[src/rtl/spi_tx_feeder.sv]
// spi_tx_feeder: byte FIFO plus load sequencer in front of the SPI transmitter.
// A producer pushes bytes into a circular buffer. The sequencer presents one byte
// at a time on spi_data_in with a one-cycle spi_load_data pulse. It then waits for
// a rising edge of spi_done_send and holds off for GAP_CYCLES idle cycles before it
// releases the next byte.
// Optional feature: define SPI_TX_FEEDER_TIMEOUT_EN to abort a byte whose done edge
// does not arrive within TIMEOUT_CYCLES. The abort sets the sticky timeout_err flag.
module spi_tx_feeder #(
    parameter int DEPTH          = 8,
    parameter int GAP_CYCLES     = 2,
    parameter int TIMEOUT_CYCLES = 4096
) (
    input  logic                     clock,
    input  logic                     reset,
    input  logic [7:0]               wr_data,
    input  logic                     wr_en,
    output logic                     fifo_full,
    output logic                     fifo_empty,
    output logic [$clog2(DEPTH):0]   fifo_count,
    output logic                     overflow,
    output logic                     busy,
    output logic [7:0]               spi_data_in,
    output logic                     spi_load_data,
    input  logic                     spi_done_send,
    output logic                     timeout_err
);

    localparam int PTR_W = $clog2(DEPTH);
    localparam int CNT_W = PTR_W + 1;
    localparam int GAP_W = (GAP_CYCLES > 1) ? $clog2(GAP_CYCLES) : 1;
    localparam logic [GAP_W-1:0] GAP_LOAD = (GAP_CYCLES > 0) ? GAP_W'(GAP_CYCLES - 1) : '0;

    typedef enum logic [1:0] {
        IDLE,
        LOAD,
        WAIT_DONE,
        GAP
    } state_t;

    state_t                 state_reg, state_next;

    logic [7:0]             mem [DEPTH];
    logic [PTR_W-1:0]       wr_ptr_reg, rd_ptr_reg;
    logic [CNT_W-1:0]       count_reg, count_next;
    logic                   full_reg, empty_reg, overflow_reg;
    logic [7:0]             data_reg;
    logic                   done_d_reg;
    logic [GAP_W-1:0]       gap_cnt_reg, gap_cnt_next;
    logic                   do_write, do_pop, done_edge;

`ifdef SPI_TX_FEEDER_TIMEOUT_EN
    localparam int TO_W = (TIMEOUT_CYCLES > 1) ? $clog2(TIMEOUT_CYCLES) : 1;
    localparam logic [TO_W-1:0] TO_LAST = TO_W'(TIMEOUT_CYCLES - 1);
    logic [TO_W-1:0]        to_cnt_reg, to_cnt_next;
    logic                   timeout_reg, timeout_hit;
`endif

    // The full flag is the registered (pre-edge) one, so a write that meets a pop
    // on a full FIFO is still dropped.
    assign do_write  = wr_en & ~full_reg;
    assign do_pop    = (state_reg == LOAD);
    assign done_edge = spi_done_send & ~done_d_reg;

    // Storage write port; no reset so the array can map onto RAM.
    always_ff @(posedge clock) begin
        if (do_write) begin
            mem[wr_ptr_reg] <= wr_data;
        end
    end

    // Occupancy next value: a simultaneous write and pop cancel out.
    always_comb begin
        count_next = count_reg;
        case ({do_write, do_pop})
            2'b10:   count_next = count_reg + CNT_W'(1);
            2'b01:   count_next = count_reg - CNT_W'(1);
            default: count_next = count_reg;
        endcase
    end

    // FIFO pointers, count and registered flags; pointers wrap naturally (power-of-two depth).
    always_ff @(posedge clock or posedge reset) begin
        if (reset) begin
            wr_ptr_reg   <= '0;
            rd_ptr_reg   <= '0;
            count_reg    <= '0;
            full_reg     <= 1'b0;
            empty_reg    <= 1'b1;
            overflow_reg <= 1'b0;
        end else begin
            if (do_write) begin
                wr_ptr_reg <= wr_ptr_reg + PTR_W'(1);
            end
            if (do_pop) begin
                rd_ptr_reg <= rd_ptr_reg + PTR_W'(1);
            end
            if (wr_en && full_reg) begin
                overflow_reg <= 1'b1;
            end
            count_reg <= count_next;
            full_reg  <= (count_next == CNT_W'(DEPTH));
            empty_reg <= (count_next == '0);
        end
    end

    // Head byte is read out on the IDLE->LOAD edge, so it is already valid during
    // the LOAD pulse. The pop itself happens when LOAD ends.
    always_ff @(posedge clock or posedge reset) begin
        if (reset) begin
            data_reg <= 8'h00;
        end else if (state_reg == IDLE && !empty_reg) begin
            data_reg <= mem[rd_ptr_reg];
        end
    end

    // Registered copy of the done flag for rising-edge detection. It is updated in
    // every state, so a level that is already high when WAIT_DONE starts is not an edge.
    always_ff @(posedge clock or posedge reset) begin
        if (reset) begin
            done_d_reg <= 1'b0;
        end else begin
            done_d_reg <= spi_done_send;
        end
    end

    // Sequencer state and gap counter registers.
    always_ff @(posedge clock or posedge reset) begin
        if (reset) begin
            state_reg   <= IDLE;
            gap_cnt_reg <= '0;
        end else begin
            state_reg   <= state_next;
            gap_cnt_reg <= gap_cnt_next;
        end
    end

    // Sequencer next-state logic.
    always_comb begin
        state_next   = state_reg;
        gap_cnt_next = gap_cnt_reg;
`ifdef SPI_TX_FEEDER_TIMEOUT_EN
        to_cnt_next  = to_cnt_reg;
        timeout_hit  = 1'b0;
`endif
        case (state_reg)
            IDLE: begin
                if (!empty_reg) begin
                    state_next = LOAD;
                end
            end
            LOAD: begin
                state_next = WAIT_DONE;
`ifdef SPI_TX_FEEDER_TIMEOUT_EN
                to_cnt_next = '0;
`endif
            end
            WAIT_DONE: begin
                if (done_edge) begin
                    if (GAP_CYCLES > 0) begin
                        state_next   = GAP;
                        gap_cnt_next = GAP_LOAD;
                    end else begin
                        state_next = IDLE;
                    end
                end
`ifdef SPI_TX_FEEDER_TIMEOUT_EN
                else if (to_cnt_reg == TO_LAST) begin
                    // Abandon this byte; the queue carries on with the next one.
                    state_next  = IDLE;
                    timeout_hit = 1'b1;
                end else begin
                    to_cnt_next = to_cnt_reg + TO_W'(1);
                end
`endif
            end
            GAP: begin
                if (gap_cnt_reg == '0) begin
                    state_next = IDLE;
                end else begin
                    gap_cnt_next = gap_cnt_reg - GAP_W'(1);
                end
            end
            default: begin
                state_next = IDLE;
            end
        endcase
    end

`ifdef SPI_TX_FEEDER_TIMEOUT_EN
    // Wait-cycle counter and sticky abort flag.
    always_ff @(posedge clock or posedge reset) begin
        if (reset) begin
            to_cnt_reg  <= '0;
            timeout_reg <= 1'b0;
        end else begin
            to_cnt_reg <= to_cnt_next;
            if (timeout_hit) begin
                timeout_reg <= 1'b1;
            end
        end
    end

    assign timeout_err = timeout_reg;
`else
    assign timeout_err = 1'b0;
`endif

    assign fifo_full     = full_reg;
    assign fifo_empty    = empty_reg;
    assign fifo_count    = count_reg;
    assign overflow      = overflow_reg;
    assign busy          = (state_reg != IDLE);
    assign spi_data_in   = data_reg;
    assign spi_load_data = do_pop;

endmodule

[config.mk]
export PLATFORM = sky130hd
export DESIGN_NAME = spi_tx_feeder
export DESIGN_NICKNAME = d
export VERILOG_FILES = /design/src/rtl/spi_tx_feeder.sv
export SDC_FILE = /design/constraint.sdc
export NUM_CORES = 1
export LEC_CHECK = 0
export BUFFER_PORTS_ARGS = -buffer_cell sky130_fd_sc_hd__buf_2
export CELL_PAD_IN_SITES_DETAIL_PLACEMENT = 1
export CELL_PAD_IN_SITES_GLOBAL_PLACEMENT = 1
export CORE_MARGIN = 2
export CORE_UTILIZATION = 50
export CTS_CLUSTER_SIZE = 20
export DETAILED_ROUTE_END_ITERATION = 12
export GPL_ROUTABILITY_DRIVEN = 0
export PLACE_DENSITY = 0.86
export REMOVE_ABC_BUFFERS = 1
export SYNTH_ARGS = -nofsm -noshare
export SYNTH_HDL_FRONTEND = slang
export SYNTH_SLANG_ARGS = --single-unit
[constraint.sdc]
create_clock -name clock -period 4 [get_ports clock]
set_input_delay 0.4 -clock clock [delete_from_list [all_inputs] [get_ports clock]]
set_output_delay 0.4 -clock clock [all_outputs]
set_load 0.01 [all_outputs]
# Yosys cells after proc, flatten, opt, wreduce, memory -nomap -nowiden
# Memory sizes are Yosys's and may differ from the RTL's. A register that Yosys moved wholly into a read port is not among the register bits.
# Index checks and enable logic that the tools add are counted.
dict set report op_classes {
  eq_ne 9
  muxes 10
  shift 0
  reduce_logical 9
  add_sub_neg 5
  div 0
  bitwise_logic 4
  order_cmp 0
  n_mul 0
}
# operator n
set op_table {}
lappend op_table {{$pmux W2 S4} 1}
lappend op_table {{$pmux W4 S2} 1}
lappend op_table {{$add A3 B1 Y3 const B} 2}
lappend op_table {{$eq A2 B2 Y1 const B} 3}
lappend op_table {{$mux W2} 3}
lappend op_table {{$ne A2 B2 Y1 const B} 3}
lappend op_table {{$add A4 B1 Y4 const B} 1}
lappend op_table {{$eq A2 B1 Y1 const B} 2}
lappend op_table {{$eq A4 B4 Y1 const B} 1}
lappend op_table {{$logic_not A4 Y1} 1}
lappend op_table {{$mux W1} 4}
lappend op_table {{$reduce_bool A2 Y1} 2}
lappend op_table {{$sub A4 B1 Y4 const B} 1}
lappend op_table {{$reduce_and A3 Y1} 1}
lappend op_table {{$and A1 B1 Y1} 2}
lappend op_table {{$logic_and A1 B1 Y1} 2}
lappend op_table {{$logic_not A2 Y1} 1}
lappend op_table {{$not A1 Y1} 2}
lappend op_table {{$pmux W1 S2} 1}
lappend op_table {{$reduce_and A2 Y1} 1}
lappend op_table {{$logic_not A1 Y1} 1}
lappend op_table {{$sub A1 B1 Y1 const B} 1}
dict set report totals {
  n_memories 1
  ramBits 64
  latch_bits 0
  register_bits 17
  in_bits 12
  word_cells 47
  out_inout_bits 18
  mem_bits_ro 0
}
# name words word_bits read_ports rd_clocked_by_memory_dff wr line
set mem_list {}
lappend mem_list {mem 8 8 1 1 1 42} ;# logic [7:0] mem [DEPTH];

# Logic depth before layout (Yosys ltp)
# Gate-level depths: netlist of the first run.
dict set report logic_depth {
  word_depth 5
  depth_mapped 11
  depth_no_buf 10
}

# Worst setup path before layout of the first run
# No wires, ideal clock.
dict set report synth_timing {
  path_type {register to register}
  startpoint {register state_reg[1]}
  endpoint {register full_reg (netlist: fifo_full)}
  synth_period_minus_slack_ns 2.274
  path_stages_with_launch 11
  n_path_buf 0
  setup_time_ns 0.069
  t_required_ns 3.931
  setup_slack_ns 1.726
  arrival_time_ns 2.205
  cell_sequence {dfrtp_1 > inv_1 > ha_1 > nand2_1 > xnor2_1 > ha_1 > a21oi_1 > or3_4 > a2111o_1 > a31o_1 > nor2b_2}
}
dict set report synth_via {
  elab_chain_len 4
  elab_cells_between_ends 5
  cone_classes {eq/ne (4); mux (1)}
}
# item line
set synth_rtl {}
lappend synth_rtl {{start: declaration} 40} ;# state_t state_reg, state_next;
lappend synth_rtl {{start signal: assignment} 132} ;# state_reg <= state_next;
lappend synth_rtl {{$eq A2 B1 Y1 (*)} 61} ;# assign do_pop = (state_reg == LOAD);
lappend synth_rtl {{via spi_load_data} 23} ;# output logic spi_load_data,
lappend synth_rtl {{$eq A2 B1 Y1 or $eq A2 B2 Y1 (tied branches)} 74} ;# case ({do_write, do_pop})
lappend synth_rtl {{$pmux W4 S2 (*)} 74}
lappend synth_rtl {{$eq A4 B4 Y1 (*)} 101} ;# full_reg <= (count_next == CNT_W'(DEPTH));
lappend synth_rtl {{end signal: assignment} 101}
lappend synth_rtl {{end: declaration} 45} ;# logic full_reg, empty_reg, overflow_reg;
# Mark *: on every way through the listed nets, which the timed path passes. The rest lies on a longest branch.
# A chain may end at the register's enable or synchronous reset.

# Worst setup path in the final report of the first run
dict set report layout_timing {
  startpoint {register state_reg[1]}
  endpoint {register empty_reg (netlist: fifo_empty)}
}
dict set report layout_via {
  elab_chain_len 4
  elab_cells_between_ends 5
  cone_classes {eq/ne (3); mux (1); reduce/logical (1)}
}
# item line
set layout_rtl {}
lappend layout_rtl {{$eq A2 B1 Y1 (*)} 61}
lappend layout_rtl {{$eq A2 B1 Y1 or $eq A2 B2 Y1 (tied branches)} 74}
lappend layout_rtl {{$pmux W4 S2 (*)} 74}
lappend layout_rtl {{$logic_not A4 Y1 (*)} 102} ;# empty_reg <= (count_next == '0);
lappend layout_rtl {{end signal: assignment} 102}
lappend layout_rtl {{end: declaration} 45}
# Mark *: on every way between the ends. The rest lies on a longest branch, timed or not.

==> metrics.yaml, run 1 <==
synth:
  ys_ff_latch: 89
  synthTopCellsByArea: "edfxtp_1 53%, dfrtp_1 16%, mux4_2 9.9%"
  synth_most_common_cell: "edfxtp_1"
  synthTopCellsByCount: "64 x edfxtp_1, 24 x dfrtp_1, 21 x nand2_1"
  yosys.area.top_type_share: 0.5258
  async_reset_ff_frac: 0.2809
  ys_warn_count: 0
  synth-edff-count: 64
  synth_top_area_cell: "edfxtp_1"
  ys_seq_area_frac: 0.6974
  synth_ff_type: "edfxtp_1"
  synthDistinctLibCells: 39
  syn_area_mm2: 0.003655
  synth_area_per_cell_um2: 16.76
  synthCells: 218
floorplanning:
  die_w_um: 89.50
  floorplan.initialDensity: 0.5093
  fp.coreArea_mm2: 0.007176
  die_area_mm2: 0.008009
  ioPinCount: 30
  rows: 31
  die_y_um: 89.50
cts:
  clock-sinks: 89
  ctsResizeCount: 0
  clk_latency_ns: 0.37
  htreeDepth: 3
  clk_pin_slew_ns: 0.09
  clockRootBuffer: "clkbuf_8"
  numCtsBuffers: 9
  cts_tree: "done"
  hold_buffers: 0
  clockBufferDepth: 2
  post_cts_buffers: 0
placement:
  hpwl_um: 4833
  portBuffers: 28
  dpl_worst_slack_ns: 1.559
global_route:
  grt_busiest_layer: "met2"
  met3_usage: 0.03970
  track_usage: 0.2095
  grtUsageMet1: 0.2455
  grt_pass1_wl_um: 11650
  grt_max_degree: 26
  first_global_vias: 2126
  grt_overflow: 0
  antenna_found_initial: 0
  met2_usage: 0.3825
timing:
  setup_slack_ns: 1.551
  rsz0062_at_grt: "no"
  slew_viol_final: 0
  relSlewSlack: 0.2437
  hold_violations: 0
  finClkSkew_ns: 0.01613
  period_share: 0.6122
  setup_violations: 0
  tightest_slew_ns: 1.134
  tns_ns: 0
  fmax_ghz: 0.4084
  min_period_ns: 2.449
detailed_routing:
  wl_per_cell_um: 20.87
  viasPerCell: 5.466
  firstDrtPassIters: 4
  drc_errors: 0
  via_count: 1935
  wl_um: 7389
  drt_iter0_drc: 75
  ant_nets: 0
pwr:
  peakVddDrop_mv: 0.2882
  share_seq_of_total_power: 0.477
  sw_frac_of_total: 0.3502
  clockPowerShare: 0.204
  p_per_area_mw_per_mm2: 755.3
  netSwitchingPower_w: 0.001082
  p_comb_frac: 0.319
  p_int_w: 0.002008
  leakage_nw: 1.540
cells_and_area:
  drive_above_1_share: 0.2706
  areaGrowthSynthToFinish_pct: 11.91
  antenna_cells: 0
  top_register: "mem"
  fin_nets: 272
  largest_reg_flops: 64
hold_path:
  min_path_type: "in -> reg"
  min_from: "spi_done_send"
critical_path:
  crit_start: "state_reg[1]"
  reg2reg_from: "state_reg[1]"
  startpoint_type: "flip-flop"
  end_kind: "flip-flop"
  path_max_fanout: 5
  critPathArrivalTime_ns: 2.75
  crit_type: "reg -> reg"
  required_ns: 4.30
flow_run:
  cap_violations: 0
outcome:
  status: "finished, final reports clean"
-- through the flow --
step | total power (W) | std cells | hold WS [ns] | area [um2] | util
2_1_floorplan | 0.002120 | 209 | 0.4266 | 3607 | -
3_3_place_gp | 0.002400 | 338 | 0.4404 | 3886 | 0.5416
3_5_place_dp | 0.002481 | 338 | 0.4576 | 3886 | 0.5416
4_1_cts | 0.003125 | 354 | 0.1538 | 4090 | 0.5700
5_1_grt | 0.003288 | 354 | 0.1570 | 4090 | 0.5700
6_report | 0.003089 | 354 | 0.1618 | 4090 | 0.5700
-- layout by cell type, fill, tap and decap left out, types with 2 or more instances in the layout --
| cell type | synthesis | routed |
|---|---|---|
| clkinv_4 | 0 | 3 |
| o21ai_0 | 13 | 13 |
| buf_4 | 1 | 2 |
| mux2_2 | 2 | 2 |
| a21oi_1 | 2 | 2 |
| mux2i_1 | 8 | 8 |
| ha_1 | 10 | 10 |
| nor3b_1 | 2 | 2 |
| xnor2_1 | 5 | 5 |
| clkbuf_8 | 0 | 9 |
| nand3b_1 | 2 | 2 |
| buf_2 | 2 | 28 |
| xor2_1 | 2 | 2 |
| inv_1 | 7 | 7 |
| nor2_1 | 8 | 8 |
| nor3_1 | 2 | 2 |
| mux4_2 | 16 | 16 |
| dfrtp_1 | 24 | 24 |
| nand2_1 | 21 | 21 |
| edfxtp_1 | 64 | 64 |
| nand2b_1 | 4 | 4 |
-- power by group through the flow --
stage | registers, W | clock network, W | logic (W)
finish | 0.00147 | 0.000630 | 0.000987
global route | 0.00151 | 0.000678 | 0.00110
CTS | 0.00148 | 0.000639 | 0.00101
detailed placement | 0.00150 | 0 | 0.000986
global placement | 0.00147 | 0 | 0.000926
floorplan | 0.00145 | 0 | 0.000668
-- worst max-delay path, cell delays in order, from the launching register on --
cell,delay (ns)
dfrtp_1,0.41
inv_1,0.16
ha_1,0.25
nand2_1,0.09
xnor2_1,0.16
ha_1,0.17
a21oi_1,0.05
or3_4,0.35
a2111o_1,0.42
a31o_1,0.24
nor2_1,0.10
-- path summary, 6_finish.rpt --
path	end	slack (ns)	cells after the start
max	fifo_empty	1.55	10
min	done_d_reg	0.16	1
max reg2reg	fifo_empty	1.55	10
min reg2reg	overflow	0.47	1
max in group asynchronous	spi_data_in[6]	3.08	2
min in group asynchronous	spi_data_in[7]	0.27	2
-- area by class of cell --
| class | count | area, um2 |
|---|---|---|
| multi-input cells | 112 | 1028 |
| flip-flops and latches | 89 | 2549 |
| well taps | 99 | 123.9 |
| repair buffers | 30 | 155.1 |
| clock inverters | 6 | 76.32 |
| clock buffers | 10 | 127.6 |
| fillers | 674 | 3085 |
| inverters | 8 | 30.03 |
-- metal layers --
metal / vias up / part of all wire
li1: 880 / -
met1: 1007 / 0.40
met2: 39 / 0.56
met3: 9 / 0.031
met4: 0 / 0.011
met5: - / 0
-- logic make-up after synthesis --
family          Yosys count  share of synthesized area
simple gates             45                    0.06333
compound gates           23                    0.03937
fa+ha+maj                10                    0.03423
xor+xnor                  7                    0.01678
buf+inv                  17                    0.02123
other cells               1                   0.001026
flops                    89                     0.6974
mux                      26                     0.1267
Note: power is estimated with default switching activity, not from simulation.
==> run 2: changes to the inputs <==
ABC_AREA = 1   (was default)
CORE_UTILIZATION = 43   (was 50)
PLACE_DENSITY = 0.83   (was 0.86)
clock period = 2 ns   (was 4 ns; I/O delays follow)
==> metrics.yaml, run 2 <==
outcome:
  status: "finished, final reports clean"
timing:
  min_period_ns: 1.875
  finClkSkew_ns: 0.01458
  period_share: 0.9376
  relSlewSlack: 0.6502
  slew_viol_final: 0
  setup_violations: 0
  hold_violations: 0
  fmax_ghz: 0.5332
  rsz0062_at_grt: "no"
  tns_ns: 0
  tightest_slew_ns: 0.5239
detailed_routing:
  viasPerCell: 5.494
  drt_iter0_drc: 116
  via_count: 2571
  wl_per_cell_um: 19.57
  ant_nets: 0
  firstDrtPassIters: 4
  wl_um: 9161
  drc_errors: 0
floorplanning:
  ioPinCount: 30
  die_y_um: 97.03
  die_w_um: 97.03
  floorplan.initialDensity: 0.4484
  rows: 33
  fp.coreArea_mm2: 0.008299
  die_area_mm2: 0.009414
critical_path:
  path_cells: "inv_2 > ha_4 > nand3_1 > nand2_1 > inv_2 > ha_1 > nand2_1 > o21ai_0 > nor2_1 > nand3_2 > nor2_1"
  startpoint_type: "flip-flop"
  required_ns: 2.28
  end_kind: "flip-flop"
  critPathArrivalTime_ns: 2.15
  max_stage_delay_ns: 0.42
  crit_type: "reg -> reg"
  cp_slowest_cell: "dfrtp_1"
  path_max_fanout: 5
cts:
  htreeDepth: 3
  clockBufferDepth: 2
  clock-sinks: 89
  clockRootBuffer: "clkbuf_8"
  cts_tree: "done"
  numCtsBuffers: 9
  clk_pin_slew_ns: 0.10
  clk_latency_ns: 0.36
cells_and_area:
  drive_above_1_share: 0.2149
  layout_common_cells: "64 x edfxtp_1, 45 x nor2_1, 44 x o21ai_0"
  fin_nets: 380
  largest_reg_flops: 64
  fillers: 883
  post-route-util: 0.5183
  antenna_cells: 0
  top_register: "mem"
  areaGrowthSynthToFinish_pct: 15.60
  final_common_cell: "edfxtp_1"
global_route:
  grt_max_degree: 33
  track_usage: 0.2042
  first_global_vias: 2795
  grt_busiest_layer: "met2"
  met2_usage: 0.3536
  grt_pass1_wl_um: 14720
  grtUsageMet1: 0.2428
  grt_overflow: 0
  met3_usage: 0.04046
  antenna_found_initial: 0
synth:
  synth-edff-count: 64
  synth_most_common_cell: "edfxtp_1"
  ys_ff_latch: 89
  synth_area_per_cell_um2: 11.93
  async_reset_ff_frac: 0.2809
  synthDistinctLibCells: 30
  synth_top_area_cell: "edfxtp_1"
  synthTopCellsByArea: "edfxtp_1 52%, dfrtp_1 16%, o21ai_0 5.9%"
  ys_seq_area_frac: 0.6849
  syn_area_mm2: 0.003721
  yosys.area.top_type_share: 0.5165
  ys_warn_count: 0
  synthCells: 312
  synth_ff_type: "edfxtp_1"
  synthTopCellsByCount: "64 x edfxtp_1, 45 x nor2_1, 44 x o21ai_0"
hold_path:
  min_path_type: "in -> reg"
pwr:
  p_per_area_mw_per_mm2: 1513
  leakage_nw: 1.708
  peakVddDrop_mv: 0.6454
placement:
  hpwl_um: 6216
  portBuffers: 28
flow_run:
  cap_violations: 0
[run 2: power breakdown]
group	internal [W]	leakage, nW	switching (W)
clock network	0.000629	0.108	0.000671
registers	0.00240	0.881	0.000234
logic	0.000893	0.718	0.00168
[run 2: kinds of logic after synthesis]
kind of cell    Yosys count  synth area share
fa+ha+maj                10           0.03362
xor+xnor                  5           0.01177
flops                    89            0.6849
compound gates           70            0.1130
buf+inv                  32           0.03598
other cells               1          0.001008
simple gates            105            0.1197
[run 2: worst paths after layout]
check / cells after the start / slack [ns] / to / startpoint
min in group asynchronous: 4 / 0.41 / spi_data_in[6] / reset
worst min-delay path: 2 / 0.1 / overflow / wr_en
max in group asynchronous: 4 / 1.28 / fifo_empty / reset
worst min register to register: 1 / 0.46 / overflow / overflow
worst max register to register: 11 / 0.12 / fifo_full / state_reg[1]
worst max-delay path: 11 / 0.12 / fifo_full / state_reg[1]
[run 2: layout make-up]
| cell class | instances | area (um2) | share of cell area |
|---|---|---|---|
| Sequential cell | 89 | 2549 | 0.5925 |
| Multi-Input combinational cell | 191 | 1054 | 0.2449 |
| Timing Repair Buffer | 46 | 280.3 | 0.06515 |
| Clock buffer | 10 | 137.6 | 0.03200 |
| Tap cell | 105 | 131.4 | 0.03054 |
| Inverter | 21 | 78.83 | 0.01832 |
| Clock inverter | 6 | 71.32 | 0.01658 |
[run 2: layer usage]
| layer | up-vias | wire length, um | part of all wire |
|---|---|---|---|
| li1 | 1194 | - | - |
| met1 | 1306 | 3750 | 0.41 |
| met2 | 54 | 4788 | 0.52 |
| met3 | 17 | 359 | 0.039 |
| met4 | 0 | 264 | 0.029 |
| met5 | - | 0 | 0 |
[run 2: worst max-delay path, delay by kind of cell (launching register included)]
kind / cells / cell delay [ns]
buffers and inverters: 2 / 0.17
AND/OR/NAND/NOR: 6 / 0.67
flip-flops: 1 / 0.42
adder cells (fa/ha/maj): 2 / 0.43
AO/OA/AOI/OAI: 1 / 0.10
[run 2: through the flow]
| step | std cells | instance area, um2 | power, W | hold slack, ns | worst slack (ns) |
|---|---|---|---|---|---|
| 5_1_grt | 468 | 4302 | 0.006992 | 0.08968 | 0.02428 |
| 3_5_place_dp | 448 | 4043 | 0.005209 | 0.2687 | -0.02348 |
| 2_1_floorplan | 301 | 3666 | 0.004186 | 0.2266 | 0.2245 |
| 3_3_place_gp | 448 | 4043 | 0.004983 | 0.2632 | 0.2002 |
| 6_report | 468 | 4302 | 0.006508 | 0.09537 | 0.1247 |
| 4_1_cts | 466 | 4274 | 0.006500 | 0.09180 | 0.03187 |
[run 2: timing repair]
action / CTS / global route
gates resized for setup: 2 / 2
hold buffers: 2 / 0
endpoints found under the hold margin: 25 / 0
setup buffers: 0 / 2
pin swaps: 0 / 0
setup endpoints to repair: 2 / 2
cloned: 0 / 0
==> run 3: changes to the inputs <==
CORE_MARGIN = default   (was 2)
TNS_END_PERCENT = 30   (was default)
==> metrics.yaml, run 3 (same netlist as run 2, synthesis figures left out) <==
global_route:
  grt_overflow: 0
  grt_pass1_wl_um: 13690
  track_usage: 0.2147
  antenna_found_initial: 0
  first_global_vias: 2598
  grt_max_degree: 33
cts:
  clockBufferDepth: 2
  cts_tree: "done"
  clockRootBuffer: "clkbuf_8"
  clock-sinks: 89
  htreeDepth: 3
  clk_latency_ns: 0.36
  numCtsBuffers: 9
  clk_pin_slew_ns: 0.08
  post_cts_buffers: 0
timing:
  rsz0062_at_grt: "no"
  min_period_ns: 1.811
  tightest_slew_ns: 0.5211
  tns_ns: 0
  setup_violations: 0
  period_share: 0.9057
  slew_viol_final: 0
  fmax_ghz: 0.5521
  finClkSkew_ns: 0.009509
  relSlewSlack: 0.6521
  hold_violations: 0
cells_and_area:
  fin_nets: 378
  drive_above_1_share: 0.2078
  antenna_cells: 0
  top_register: "mem"
  areaGrowthSynthToFinish_pct: 14.63
  seqCellArea_mm2: 0.002549
  final_cells: 466
  largest_reg_flops: 64
  final_common_cell: "edfxtp_1"
  fillers: 876
  layout_common_cells: "64 x edfxtp_1, 45 x nor2_1, 44 x o21ai_0"
  multi_input_area_mm2: 0.001054
critical_path:
  end_kind: "output pin"
  crit_type: "reg -> out"
  ff2ff_path_depth: 11
  reg2reg_from: "state_reg[1]"
  r2r_slack_ns: 0.21
  required_ns: 1.80
  rr_endpoint: "fifo_empty"
  startpoint_type: "flip-flop"
  path_max_fanout: 10
  critPathArrivalTime_ns: 1.61
detailed_routing:
  wl_per_cell_um: 19.15
  drc_errors: 0
  ant_nets: 0
  firstDrtPassIters: 4
  viasPerCell: 5.440
  drt_iter0_drc: 134
  wl_um: 8923
  via_count: 2535
floorplanning:
  floorplan.initialDensity: 0.4484
  die_y_um: 95.03
  ioPinCount: 30
  die_area_mm2: 0.009030
  rows: 33
  fp.coreArea_mm2: 0.008299
  die_w_um: 95.03
flow_run:
  cap_violations: 0
hold_path:
  hold_end: "overflow"
  min_path_type: "in -> reg"
  min_from: "wr_en"
  hold_path_depth: 2
placement:
  portBuffers: 28
  hpwl_um: 5838
  dp_cells: 448
pwr:
  leakage_nw: 1.679
  p_per_area_mw_per_mm2: 1489
  peakVddDrop_mv: 0.6313
outcome:
  status: "finished, final reports clean"
run 3: cell count changes in the layout (fill, tap and decap cells not counted):
cell        previous run  this run
clkbuf_8              10         9
inv_2                  5         6
clkinv_2               0         1
clkinvlp_2             0         1
clkinvlp_4             0         1
inv_4                  1         0
buf_4                 16        14
inv_6                  3         0
clkbuf_1               0         2
inv_1                 15        14
run 3: worst max-delay path, cell delays in order (launching register included):
cell and delay [ns]:
dfrtp_1 0.45, inv_1 0.16, ha_1 0.20, clkinv_1 0.23, buf_2 0.22
run 3: worst max-delay path by stage:
stage	startpoint	end	slack, ns	cells past startpoint
5_1_grt	state_reg[1]	fifo_empty	0.02	11
2_1_floorplan	state_reg[1]	fifo_empty	0.22	11
3_5_place_dp	state_reg[1]	fifo_empty	0.08	11
3_3_place_gp	state_reg[1]	fifo_empty	0.20	11
6_report	state_reg[0]	busy	0.19	4
4_1_cts	state_reg[1]	fifo_empty	0.05	11
run 3: repair_timing:
action                                 in CTS  in global routing
endpoints found under the hold margin      25                  0
hold buffers                                2                  0
setup endpoints to repair                   0                  2
gates resized for setup                     0                  5
run 3: power breakdown:
group          internal (W)  switching [W]  total, W
Combinational      0.000870        0.00164   0.00251
Sequential          0.00240       0.000232   0.00263
Clock              0.000575       0.000626   0.00120
Total               0.00385        0.00250   0.00635
run 3: metal layers:
| metal | share of wire | up-vias | GRT usage |
|---|---|---|---|
| met5 | 0 | - | 0 |
| met2 | 0.51 | 50 | 0.3621 |
| met4 | 0.016 | 0 | 0.09722 |
| met1 | 0.45 | 1282 | 0.2696 |
| met3 | 0.025 | 13 | 0.03828 |
| li1 | - | 1190 | - |
run 3: cell type report:
cell class / count / area share
tap: 105 / 0.03080
clock inverter: 5 / 0.01320
clock buffer: 11 / 0.03080
inverter: 21 / 0.01848
sequential: 89 / 0.5975
timing repair buffer: 44 / 0.06219
multi-input combinational: 191 / 0.2470
run 3: through the flow:
step                power (W)  worst slack, ns  hold slack, ns  area [um2]  utilization
finish               0.006349           0.1886         0.09078        4265       0.5139
global route         0.006806          0.01705         0.09156        4265       0.5139
CTS                  0.006378          0.04666         0.08240        4250       0.5121
detailed placement   0.005170          0.08399          0.2687        4043       0.4871
global placement     0.004988           0.1994          0.2616        4043       0.4871
floorplan            0.004186           0.2245          0.2266        3666            -
